### config.mk
export PLATFORM = sky130hd
export DESIGN_NAME = cmplx_mult_pipe
export DESIGN_NICKNAME = d
export VERILOG_FILES = /design/src/rtl/cmplx_mult_pipe.sv
export SDC_FILE = /design/constraint.sdc
export NUM_CORES = 2
export LEC_CHECK = 0
export CORE_MARGIN = 2
export CORE_UTILIZATION = 50
export DETAILED_ROUTE_END_ITERATION = 6
export PLACE_DENSITY = 0.64
export SETUP_SLACK_MARGIN = 0.5
export SLEW_MARGIN = 25
export SYNTH_ARGS = -nofsm -noshare
export SYNTH_HDL_FRONTEND = slang
export SYNTH_SLANG_ARGS = --single-unit
### constraint.sdc
create_clock -name clk -period 16 [get_ports clk]
set_input_delay 4.8 -clock clk [delete_from_list [all_inputs] [get_ports clk]]
set_output_delay 4.8 -clock clk [all_outputs]
set_load 0.05 [all_outputs]
### src/rtl/cmplx_mult_pipe.sv
// rtl/cmplx_mult_pipe.sv - 3-stage pipelined complex multiplier with valid/ready, optional conj(tw)
// Optional ROUND_SAT_EN: round half-up and saturate instead of truncate and wrap.
module cmplx_mult_pipe #(
  parameter int DW = 16,
  parameter int TW = 16,
  parameter int OW = 16
) (
  input  logic            clk,
  input  logic            rst_n,
  input  logic            in_valid,
  output logic            in_ready,
  input  logic [DW-1:0]   in_re,
  input  logic [DW-1:0]   in_im,
  input  logic [TW-1:0]   tw_re,
  input  logic [TW-1:0]   tw_im,
  input  logic            in_conj,
  output logic            out_valid,
  input  logic            out_ready,
  output logic [2*OW-1:0] out_data
);

  localparam int PW = DW + TW;
  localparam int CW = PW + 1;
  localparam int HI = TW + OW - 2;
  localparam int LO = TW - 1;

  logic en;
  logic valid1, valid2;

  logic signed [DW-1:0] a_re, a_im;
  logic signed [TW-1:0] b_re, b_im;
  logic                 conj1, conj2;

  logic signed [PW-1:0] p_rr, p_ii, p_ri, p_ir;

  logic signed [CW-1:0] e_rr, e_ii, e_ri, e_ir;
  logic signed [CW-1:0] c_re, c_im;
  logic [CW-1:0]        r_re, r_im;
  logic [OW-1:0]        s_re, s_im;
  logic                 unused_bits;

  // The whole pipe moves as one; a stalled output freezes every stage.
  assign en       = !out_valid | out_ready;
  assign in_ready = en;

  always_ff @(posedge clk or negedge rst_n) begin
    if (!rst_n) begin
      valid1    <= 1'b0;
      valid2    <= 1'b0;
      out_valid <= 1'b0;
      out_data  <= '0;
    end else if (en) begin
      valid1    <= in_valid;
      valid2    <= valid1;
      out_valid <= valid2;
      if (valid2) begin
        out_data <= {s_im, s_re};
      end
    end
  end

  always_ff @(posedge clk) begin
    if (en) begin
      a_re  <= in_re;
      a_im  <= in_im;
      b_re  <= tw_re;
      b_im  <= tw_im;
      conj1 <= in_conj;
      p_rr  <= PW'(a_re) * PW'(b_re);
      p_ii  <= PW'(a_im) * PW'(b_im);
      p_ri  <= PW'(a_re) * PW'(b_im);
      p_ir  <= PW'(a_im) * PW'(b_re);
      conj2 <= conj1;
    end
  end

  assign e_rr = CW'(p_rr);
  assign e_ii = CW'(p_ii);
  assign e_ri = CW'(p_ri);
  assign e_ir = CW'(p_ir);

  // Conjugating tw only flips the sign of every term that carries tw_im.
  always_comb begin
    c_re = '0;
    c_im = '0;
    if (conj2) begin
      c_re = e_rr + e_ii;
      c_im = e_ir - e_ri;
    end else begin
      c_re = e_rr - e_ii;
      c_im = e_ri + e_ir;
    end
  end

`ifdef ROUND_SAT_EN
  localparam logic [CW-1:0] RND = CW'(1) << (TW - 2);

  logic ok_re, ok_im;

  assign r_re  = c_re + RND;
  assign r_im  = c_im + RND;
  // Result fits when everything above the kept field is a sign extension.
  assign ok_re = (&r_re[CW-1:HI]) | ~(|r_re[CW-1:HI]);
  assign ok_im = (&r_im[CW-1:HI]) | ~(|r_im[CW-1:HI]);
  assign s_re  = ok_re ? r_re[HI:LO] :
                 (r_re[CW-1] ? {1'b1, {(OW-1){1'b0}}} : {1'b0, {(OW-1){1'b1}}});
  assign s_im  = ok_im ? r_im[HI:LO] :
                 (r_im[CW-1] ? {1'b1, {(OW-1){1'b0}}} : {1'b0, {(OW-1){1'b1}}});
  assign unused_bits = ^{r_re[LO-1:0], r_im[LO-1:0]};
`else
  assign r_re = c_re;
  assign r_im = c_im;
  assign s_re = r_re[HI:LO];
  assign s_im = r_im[HI:LO];
  assign unused_bits = ^{r_re[CW-1:HI+1], r_re[LO-1:0], r_im[CW-1:HI+1], r_im[LO-1:0]};
`endif

endmodule

### Yosys cells after proc, flatten, opt, wreduce, memory -nomap -nowiden

Index checks and enable logic that the tools add are counted.

| storage, ports and cells | value |
|---|---|
| bits in registers | 225 |
| bits of input ports | 69 |
| output and inout bits | 34 |

| operators by class | value |
|---|---|
| add/sub/neg operators | 4 |
| multiply operators | 4 |
| multiplexer cells | 2 |
| bitwise operators | 1 |
| reductions and logical operators | 2 |

Operator list:

| kind | number |
|---|---|
| 16-bit by 16-bit multiplier with 31-bit output | 4 |
| 31-bit adder | 2 |
| 31-bit two-way mux | 2 |
| 31-bit subtractor | 2 |
| 2-bit AND reduction | 1 |
| 1-bit logical NOT | 1 |
| 1-bit OR | 1 |

### Logic depth before layout (Yosys ltp)

| depth | value |
|---|---|
| word-level depth | 3 |
| gate-level depth with buffers | 24 |
| mapped depth without buffers | 22 |

### Worst setup path before layout

OpenSTA, ideal clock, no wires.

| timing | value |
|---|---|
| path type | input-to-output |
| start | in out_ready |
| end | out in_ready |
| arrival | 10.549 ns |
| data required time | 11.200 ns |
| path slack | 0.651 ns |
| cell stages on the path | 2 |
| path buffers | 1 |
| cells stage by stage | nand2b_1 clkbuf_1 |

| between the ends | value |
|---|---|
| cells in the longest elaborated chain, start to end | 1 |

Ends and longest elaborated chain:

| element | line | text |
|---|---|---|
| start, declared | 18 | `input logic out_ready,` |
| 1-bit OR | 43 | `assign en = !out_valid \| out_ready;` |
| end, declared | 11 | `output logic in_ready,` |

Every way passes these cells.

### Worst setup path in the final report

Same ends and word-level chain as after synthesis.

==> results.py <==
metrics = {
    "run_status": {
        "status": "finished, final reports clean",
    },
    "timing": {
        "rsz0062_at_grt": "false",
        "hold_viol_final": 0,
        "slew_headroom_pct": 33.9,
        "maxSlewViolCount": 0,
        "finalCritPeriodShare_pct": 70.0,
        "skew_ns": 0.0208,
        "final-setup-viol-count": 0,
        "finalSetupTns_ns": 0,
        "worst_pin_slew_ns": 0.983,
        "fmax_mhz": 89.3,
        "finalCriticalPeriod_ns": 11.19,
    },
    "die": {
        "coreArea_sq_um": 96600,
        "die_x_um": 316,
        "die_h_um": 316,
        "pin_count": 103,
        "start_util_pct": 50.4,
        "dieArea_sq_um": 99800,
        "num_rows": 114,
    },
    "routing": {
        "drt_first_iter_violations": 2148,
        "routed_wl_um": 118000,
        "wl_per_cell_um": 18.6,
        "drtAntennaViolNets": 0,
        "vias_per_cell": 5.30,
        "drt-pass1-iter-count": 5,
        "drc": 0,
        "via_count": 33600,
    },
    "synthesis": {
        "yosys_warnings": 0,
        "seq_area_frac_synth_pct": 13.5,
        "synthArstFlopShare_pct": 15.6,
        "ys_seq_elements": 225,
        "syn_nets": 6508,
        "syn-instance-count": 5035,
        "synth_edf_count": 190,
        "synth-main-ff-cell": "edfxtp_1",
        "synth_cell_types": 66,
        "syn_area_sq_um": 48600,
        "syn_area_per_cell_sq_um": 9.66,
    },
    "worst_hold_path": {
        "hold_depth": 0,
        "worstHoldStart": "conj1$_DFFE_PN_",
        "hold_class": "flip-flop to flip-flop",
        "min_to": "conj2$_DFFE_PN_",
    },
    "critical_path": {
        "crit_fanout": 3,
        "reg2reg_from": "a_re[15]$_DFFE_PN_",
        "cp-end-kind": "primary output",
        "worstSetupStartpointType": "primary input",
        "cp.arrival_ns": 6.39,
        "r2r-end": "p_ri[30]$_DFFE_PN_",
        "crit_type": "primary input to primary output",
        "r2r_slack_ns": 8.72,
        "r2r_cells": 21,
        "critPathRequiredTime_ns": 11.20,
    },
    "final_layout": {
        "nets": 6505,
        "area_growth_pct": 7.15,
        "register_area_sq_um": 6580,
        "nFillCells": 8772,
        "post_route_cells_drive_above_1_share_pct": 2.91,
        "multiInputGateArea_sq_um": 37000,
    },
    "grt": {
        "antenna_found_initial": 7,
        "gr-usage-all-layers_pct": 25.2,
        "grt_pass1_vias": 35000,
        "grt_max_degree": 146,
        "grt.overflow.total": 0,
        "grt_pass1_wl_um": 194000,
    },
    "clocking": {
        "cts_hold_buf": 0,
        "cts.clk_slew.worst_paths_ns": 0.05,
        "cts_tree": "done",
        "clockBufferDepth": 3,
        "cts_resized": 0,
        "clk_latency_ns": 0.59,
        "cts_sinks": 225,
        "clock-root-buffer": "clkbuf_16",
        "post_cts_buffers": 0,
        "cts_buffers": 34,
        "htreeDepth": 2,
    },
    "placed_design": {
        "routabilityCongestion": 0.869,
        "dpl.hpwl_um": 89200,
        "portBuffers": 102,
    },
    "run": {
        "cap_violations": 0,
    },
}
## sequential cells by signal, summed over array words and instances, names as in the netlist, 16 cells and up
signal    cells
p_rr         31
p_ir         31
b_re         16
p_ri         31
out_data     32
a_im         16
b_im         16
a_re         16
p_ii         31
## layout make-up
type / instances / share of cell area [%]
antenna: 2 / 0.00961
clock buffer: 41 / 1.74
clock inverter: 20 / 0.346
inverter: 1148 / 8.27
multi-input combinational: 3449 / 70.9
sequential: 225 / 12.6
tap: 1276 / 3.06
timing repair buffer: 174 / 3.02
## synth_stat cells (9+ instances only)
master    instances  share of area, %
a211oi_1         21              0.32
a21o_1           68               1.0
a21oi_1         123               1.3
a31oi_1          20              0.26
and2_1          482               6.2
and3_1           15              0.19
clkbuf_1        212               1.6
dfrtp_1          35               1.8
edfxtp_1        190                12
fa_1           1024                42
ha_1            380               9.8
inv_1          1148               8.9
nand2_1         565               4.4
nand2b_1         33              0.42
nand3_1          29              0.30
nand4_1          10              0.13
nor2_1          149               1.2
nor2b_1           9              0.12
nor3_1           43              0.44
nor4_1           12              0.15
o211ai_1          9              0.14
o21a_1           25              0.39
o21ai_0          80              0.82
o21bai_1         22              0.34
o31ai_1          13              0.20
or3_1            11              0.14
xnor2_1         164               3.0
xor2_1           66               1.2
## metrics by stage
step	hold WS (ns)	cell area (sq um)	std cells	util, %	worst slack [ns]
final	0.434	52100	6335	54.0	4.81
after global routing	0.434	52100	6333	54.0	4.74
after floorplan	0.400	48600	5035	-	0.651
after CTS	0.428	52100	6333	53.9	4.78
after detailed placement	0.417	51000	6272	52.8	4.79
after global placement	0.411	51000	6272	52.8	4.78
## worst max-delay path by stage
stage	to	start	depth (start not counted)
after floorplan	in_ready	out_ready	2
after global placement	in_ready	out_ready	3
after detailed placement	in_ready	out_ready	3
after CTS	in_ready	out_ready	3
after global routing	in_ready	out_ready	3
final	in_ready	out_ready	3
## cell usage in the layout, fill, tap and decap left out, types with 12 or more instances in the layout
cell type,Yosys,routed
inv_1,1148,1147
fa_1,1024,1024
nand2_1,565,564
and2_1,482,482
ha_1,380,380
edfxtp_1,190,190
xnor2_1,164,164
nor2_1,149,149
a21oi_1,123,123
clkdlybuf4s50_1,0,101
o21ai_0,80,80
buf_4,0,72
a21o_1,68,68
xor2_1,66,66
nor3_1,43,43
clkbuf_16,0,35
dfrtp_1,35,35
nand2b_1,33,32
nand3_1,29,29
o21a_1,25,25
o21bai_1,22,22
a211oi_1,21,21
a31oi_1,20,20
and3_1,15,15
o31ai_1,13,13
nor4_1,12,12
## cells by family after synthesis
group	synth area share [%]
buffers and inverters	10.5
AOI/OAI and AO/OA	5.85
xor gates and xnor gates	4.14
muxes	0.111
adders and majority gates	51.9
DFF	13.5
and+or+nand+nor	13.9
## critical path, cell delays in order
cell and delay [ns]:
clkdlybuf4s50_1 0.46, nand2b_4 0.25, clkdlybuf4s50_1 0.87
## routing by layer
metal,global-route usage (%),up-vias,part of all wire (%)
li1,-,15200,-
met1,36.6,17200,45
met2,39.6,1032,45
met3,3.80,136,7.0
met4,6.74,2,2.8
met5,0,-,0.011
Power is not shown: default switching activity piles up to over one toggle a cycle in this logic, so the estimate is an artifact.
